## src/rtl/logic_op_pipe.sv

```systemverilog
// WIDTH-bit registered bitwise logic unit (AND/OR/XOR/NAND) with a STAGES-deep
// elastic pipeline, valid/ready handshake and a wrapping completion counter.

module logic_op_stage #(
  parameter int WIDTH = 2
) (
  input  logic             clk,
  input  logic             reset,
  input  logic             ld_i,
  input  logic             vld_i,
  input  logic [WIDTH-1:0] data_i,
  input  logic [1:0]       op_i,
  output logic             vld_o,
  output logic [WIDTH-1:0] data_o,
  output logic [1:0]       op_o
);
  logic             vld_q, vld_d;
  logic [WIDTH-1:0] data_q, data_d;
  logic [1:0]       op_q, op_d;

  // Payload only moves when real data arrives, so c/c_op hold their last value
  // when a bubble passes through.
  always_comb begin
    vld_d  = vld_q;
    data_d = data_q;
    op_d   = op_q;
    if (ld_i) begin
      vld_d = vld_i;
      if (vld_i) begin
        data_d = data_i;
        op_d   = op_i;
      end
    end
  end

  always_ff @(posedge clk) begin
    if (reset) begin
      vld_q  <= 1'b0;
      data_q <= '0;
      op_q   <= '0;
    end else begin
      vld_q  <= vld_d;
      data_q <= data_d;
      op_q   <= op_d;
    end
  end

  assign vld_o  = vld_q;
  assign data_o = data_q;
  assign op_o   = op_q;
endmodule

module logic_op_pipe #(
  parameter int WIDTH  = 2,
  parameter int STAGES = 2,
  parameter int CNT_W  = 16
) (
  input  logic             clk,
  input  logic             reset,
  input  logic             in_valid,
  output logic             in_ready,
  input  logic [WIDTH-1:0] a,
  input  logic [WIDTH-1:0] b,
  input  logic [1:0]       op,
  output logic             out_valid,
  input  logic             out_ready,
  output logic [WIDTH-1:0] c,
  output logic [1:0]       c_op,
  output logic [CNT_W-1:0] done_cnt
);
  localparam int LAST = STAGES - 1;

  logic [STAGES-1:0]            v_q;
  logic [STAGES-1:0]            ld;
  logic [STAGES-1:0]            lv;
  logic [STAGES-1:0][WIDTH-1:0] dat_q;
  logic [STAGES-1:0][1:0]       op_q;
  logic [WIDTH-1:0]             res;
  logic [CNT_W-1:0]             cnt_q, cnt_d;

  always_comb begin
    res = '0;
    case (op)
      2'd0:    res = a & b;
      2'd1:    res = a | b;
      2'd2:    res = a ^ b;
      default: res = ~(a & b);
    endcase
  end

  // Ready ripples back from the output: a stage may load when empty or when
  // its occupant moves on this cycle, which fills bubbles behind a stall.
  always_comb begin
    ld = '0;
    lv = '0;
    lv[LAST] = v_q[LAST] && out_ready && !reset;
    ld[LAST] = !v_q[LAST] || lv[LAST];
    for (int i = STAGES - 2; i >= 0; i--) begin
      lv[i] = v_q[i] && ld[i+1];
      ld[i] = !v_q[i] || lv[i];
    end
  end

  for (genvar i = 0; i < STAGES; i++) begin : g_stage
    if (i == 0) begin : g_head
      logic_op_stage #(.WIDTH(WIDTH)) u_stage (
        .clk    (clk),
        .reset  (reset),
        .ld_i   (ld[0]),
        .vld_i  (in_valid),
        .data_i (res),
        .op_i   (op),
        .vld_o  (v_q[0]),
        .data_o (dat_q[0]),
        .op_o   (op_q[0])
      );
    end else begin : g_body
      logic_op_stage #(.WIDTH(WIDTH)) u_stage (
        .clk    (clk),
        .reset  (reset),
        .ld_i   (ld[i]),
        .vld_i  (v_q[i-1]),
        .data_i (dat_q[i-1]),
        .op_i   (op_q[i-1]),
        .vld_o  (v_q[i]),
        .data_o (dat_q[i]),
        .op_o   (op_q[i])
      );
    end
  end

  assign in_ready  = ld[0] && !reset;
  assign out_valid = v_q[LAST] && !reset;
  assign c         = dat_q[LAST];
  assign c_op      = op_q[LAST];

  always_comb begin
    cnt_d = cnt_q;
    if (out_valid && out_ready) cnt_d = cnt_q + CNT_W'(1);
  end

  always_ff @(posedge clk) begin
    if (reset) cnt_q <= '0;
    else       cnt_q <= cnt_d;
  end

  assign done_cnt = cnt_q;
endmodule

```

## config.mk

```make
export PLATFORM = sky130hd
export DESIGN_NAME = logic_op_pipe
export DESIGN_NICKNAME = d
export VERILOG_FILES = /design/src/rtl/logic_op_pipe.sv
export SDC_FILE = /design/constraint.sdc
export NUM_CORES = 1
export LEC_CHECK = 0
export BUFFER_PORTS_ARGS = -buffer_cell sky130_fd_sc_hd__buf_4
export CORE_UTILIZATION = 45
export DETAILED_ROUTE_END_ITERATION = 8
export GPL_ROUTABILITY_DRIVEN = 0
export PLACE_DENSITY_LB_ADDON = 0.3
export SETUP_SLACK_MARGIN = 0.05
export SYNTH_ARGS = -nofsm -noshare
export SYNTH_HDL_FRONTEND = slang
export SYNTH_SLANG_ARGS = --single-unit
```

## constraint.sdc

```tcl
create_clock -name clk -period 1.87 [get_ports clk]
set_input_delay 0.187 -clock clk [delete_from_list [all_inputs] [get_ports clk]]
set_output_delay 0.187 -clock clk [all_outputs]
set_load 0.1 [all_outputs]
```

== Yosys cells after proc, flatten, opt, wreduce, memory -nomap -nowiden ==
Index checks and enable logic that the tools add are counted.
Word-level totals
  output and inout port bits: 22
  register bits: 26
Cells by class
  bitwise operators: 4
  mux-type cells: 1
  add/subtract/negate cells: 1
  equal/unequal tests: 2
  reduce and logical (&&, ||, !) cells: 14
Operators by type and width (number)
  adder 16 x 1 -> 16 bit (second input constant): 1
  logical AND 1 bit: 6
  case mux 2 bit (3 select lines): 1
  AND reduction 2 bit: 2
  logical NOT 1 bit: 3
  bitwise AND 2 bit: 1
  equality test 2 x 1 -> 1 bit (second input constant): 1
  equality test 2 bit (second input constant): 1
  logical NOT 2 bit: 1
  logical OR 1 bit: 2
  NOT 2 bit: 1
  OR 2 bit: 1
  XOR 2 bit: 1

== Longest topological paths before layout ==
  depth in word-level cells: 6
  mapped depth: 6
  gate-level depth less buffers: 6

== Modules after synthesis ==
A second synthesis with hierarchy kept.
Second synthesis, totals
  cells, all modules: 156
  area total of the unflattened synthesis: 1327.5 µm²
Modules (own cells, without submodules)
  logic_op_pipe: area each 907.1 µm², sequential area each 320.3 µm², times used 1, cells each 114
  logic_op_stage: area each 210.2 µm², sequential area each 100.1 µm², times used 2, cells each 21

== Worst setup path before layout ==
No wires, ideal clock.
  kind: reg-to-reg
  start point: register cnt_q[0], in the netlist done_cnt[0]
  end point: register cnt_q[12], in the netlist done_cnt[12]
  clock period less this slack: 2495 ps
  setup time: 71 ps
  data arrival time: 2424 ps
  cell stages (with the launch flop): 7
  required time: 1799 ps
  setup slack: -625 ps
  cell sequence: dfxtp_1 > ha_1 > inv_1 > or3_1 > buf_2 > or4_1 > a21oi_1
On the way
  cells in the longest elaborated chain, start to end: 1
Ends and longest elaborated chain
  from (decl): RTL line 79  | logic [CNT_W-1:0] cnt_q, cnt_d;
  from (signal assigned): RTL line 144  | else cnt_q <= cnt_d;
  adder 16 x 1 -> 16 bit: RTL line 139  | if (out_valid && out_ready) cnt_d = cnt_q + CNT_W'(1);
No other way between the ends.
A chain may end at the register's enable or synchronous reset.

== Final worst setup path ==
  start point: register g_stage[1].g_body.u_stage.vld_q
  end point: register cnt_q[12], in the netlist done_cnt[12]
On the way
  cells in the longest elaborated chain, start to end: 2
Ends and longest elaborated chain
  from (decl): RTL line 17  | logic vld_q, vld_d;
  from (signal assigned): RTL line 42  | vld_q <= vld_d;
  logical AND 1 bit: RTL line 133  | assign out_valid = v_q[LAST] && !reset;
  logical AND 1 bit: RTL line 139
No other way between the ends.

==> metrics <==
Clock Root Buffer clkbuf_4; part of the cycle the worst path needs 92.56%; Critical Path Max Stage Delay 0.51 ns; hold-fix buffers at CTS 0; H-tree level count 1; Finished Layout Cells 208; ANT cells 0; RSZ-0062 raised after global routing false; Pwr Density 631.5 nW/um^2; syn_area_per_cell 8.506 um^2; via count 1084; initial antenna violation count 0; top-count cell post-synth dfxtp_1; minimum clock period 1.731 ns; Crit Path Class reg -> reg; worst hold path class in -> reg; Die Ht 55.07 um; Synth cell types 32; clock tree buffer depth 2; Post-CTS Setup Bufs 0; FILL cells 224; CTS tree yes; worst-skew pair later-pin latency 0.32 ns; crit path launch type register; Port Buf Inserts 31; Max rail drop VDD 392.5 uV; synthesized net count 164; Via-to-Cell Ratio 5.212; mapped cell area 1267 um^2; Overflow after GRT 0; CTS sink count 26; EDFF count, synth 0; GRT Util Overall 17.41%; core area 2567 um^2; Top Ports 32; ys flop type dfxtp_1; Async S/R FF share, synth 0%; Static Leak 0.6821 nW; Slew Limit Fails 0; hold_ws 0.08654 ns; endpoint type of the worst setup path register; # setup viols final 0; final core utilization 63.35%; Max Fclk 577.7 MHz; TritonCTS buffer count 3; Iter 0 DRT Violations 16; CP max-delay cell or4_1; Commonest cells post-synth 26 x dfxtp_1, 22 x nor2_1, 11 x nand2_1; die area 3033 um^2; post-synth top area share 41.07%; Syn Inst Count 149; dominant cells by area after synthesis dfxtp_1 41%, nor2_1 6.5%, mux2i_1 6.3%; Data arrival, critical path 1.98 ns; DRC viols 0; area grow syn2layout 28.33%; skew final 0.008598 ns; fraction of layout cells with a size suffix above 1 33.15%; Slew HR 65.06%; Worst Max-Slew Pin Slew 0.5206 ns; CP max FO 9; crit path cell chain nand4b_4 > or3_4 > or4_1 > a21oi_1; WL final 2418 um; largest net degree at the start of global routing 30; first-pass GRT wire length 3726 um; Max Cap Violations 0; Critical Path RT 2.12 ns; wire length per cell 11.63 um; Yosys reg bits 26; Synth area leader dfxtp_1; HPWL after detailed placement 1867 um; post-cts gate resize count 0; DIE WIDTH 55.07 um; drt first pass iters 4; final hold violation count 0; YS warnings 0; # rows 18; final net count 194; Detail Route Antenna Nets 0; Clock transition at path regs 0.15 ns; outcome complete, no violations; post-synthesis sequential area ratio 41.07%; placed cell count 204; vias in the first global route 903; effective utilization at floorplan 49.37%
==> registers in the layout, indices dropped and copies added, names as in the netlist <==
signal                         cells
g_stage.g_head.u_stage.op_o        2
done_cnt                          16
g_stage.g_body.u_stage.data_o      2
g_stage.g_head.u_stage.vld_o       1
g_stage.g_body.u_stage.vld_o       1
g_stage.g_head.u_stage.data_o      2
g_stage.g_body.u_stage.op_o        2
==> kinds of logic (layout without fill, tap and decap cells) <==
family                     Yosys count  after routing  synth area share [%]
AOI/OAI and AO/OA                   19             19                 8.391
xor gates and xnor gates             9              9                 6.219
adders and majority gates            5              5                 4.936
buffers and inverters               19             48                 7.206
DFF                                 26             26                 41.07
muxes                                8              8                 6.318
and+or+nand+nor                     63             63                 25.86
==> area by class of cell <==
| class | instances | area (um^2) | area share (%) |
|---|---|---|---|
| Sequential cell | 26 | 564.3 | 34.69 |
| Clock buffer | 4 | 47.55 | 2.923 |
| Multi-Input combinational cell | 104 | 684.4 | 42.08 |
| Timing Repair Buffer | 34 | 255.2 | 15.69 |
| Tap cell | 30 | 37.54 | 2.308 |
| Inverter | 10 | 37.54 | 2.308 |
==> layout by cell type (no fill, tap or decap) <==
cell type / instances
o21ai_1: 2
xnor2_1: 5
clkbuf_4: 3
or3_4: 1
or4_1: 1
dfxtp_2: 2
nand4b_4: 1
a211oi_1: 2
nor2_1: 20
dfxtp_1: 13
xor2_1: 4
nor2_2: 2
o31ai_1: 1
nor3_1: 4
inv_1: 10
ha_1: 4
nand2_1: 11
buf_4: 34
nor2b_1: 4
a21oi_1: 8
dfxtp_4: 11
or3_1: 3
ha_4: 1
nand4_1: 3
and3_1: 1
a211o_1: 1
clkbuf_16: 1
nand2b_1: 1
o21ai_0: 5
nand3_1: 5
or3_2: 1
nor4b_2: 1
mux2i_1: 8
nor4_1: 3
or4_4: 1
==> power by group <==
group	switching [mW]	total (mW)	internal [mW]	leakage, nW
sequential	0.00812	0.559	0.551	0.221
combinational	0.0891	0.136	0.0473	0.435
clock	0.168	0.331	0.163	0.0261
total	0.265	1.03	0.762	0.682
==> metal layers <==
metal,global-route usage [%],up-vias,wire length (um)
li1,-,561,-
met1,20.67,494,1083
met2,30.92,27,1221
met3,2.459,2,96
met4,7.500,0,17
met5,0,-,0
==> stage by stage <==
stage	setup TNS, ns	setup slack [ns]	cell area, um^2	total power [mW]
global route	0	0.1004	1627	1.068
detailed placement	0	0.1285	1574	0.7093
floorplan	-0.06369	-0.06369	1335	0.6747
CTS	0	0.09511	1622	1.043
global placement	0	0.1731	1574	0.7043
finish	0	0.1391	1627	1.027
==> worst max-delay path: cells and delay by family (launching register included) <==
| kind | cells | cell delay [ns] |
|---|---|---|
| DFF | 1 | 0.40 |
| AOI/OAI and AO/OA | 1 | 0.13 |
| and+or+nand+nor | 3 | 1.13 |
==> path summary, 6_finish.rpt <==
| check | from | to | slack (ns) | depth (start not counted) |
|---|---|---|---|---|
| setup reg to reg | g_stage[1].g_body.u_stage.vld_o | done_cnt[12] | 0.14 | 4 |
| setup / recovery | g_stage[1].g_body.u_stage.vld_o | done_cnt[12] | 0.14 | 4 |
| hold / removal | in_valid | g_stage[0].g_head.u_stage.vld_o | 0.09 | 3 |
| hold reg to reg | g_stage[0].g_head.u_stage.data_o[0] | g_stage[0].g_head.u_stage.data_o[0] | 0.47 | 2 |
(Power assumes the default switching activity.)
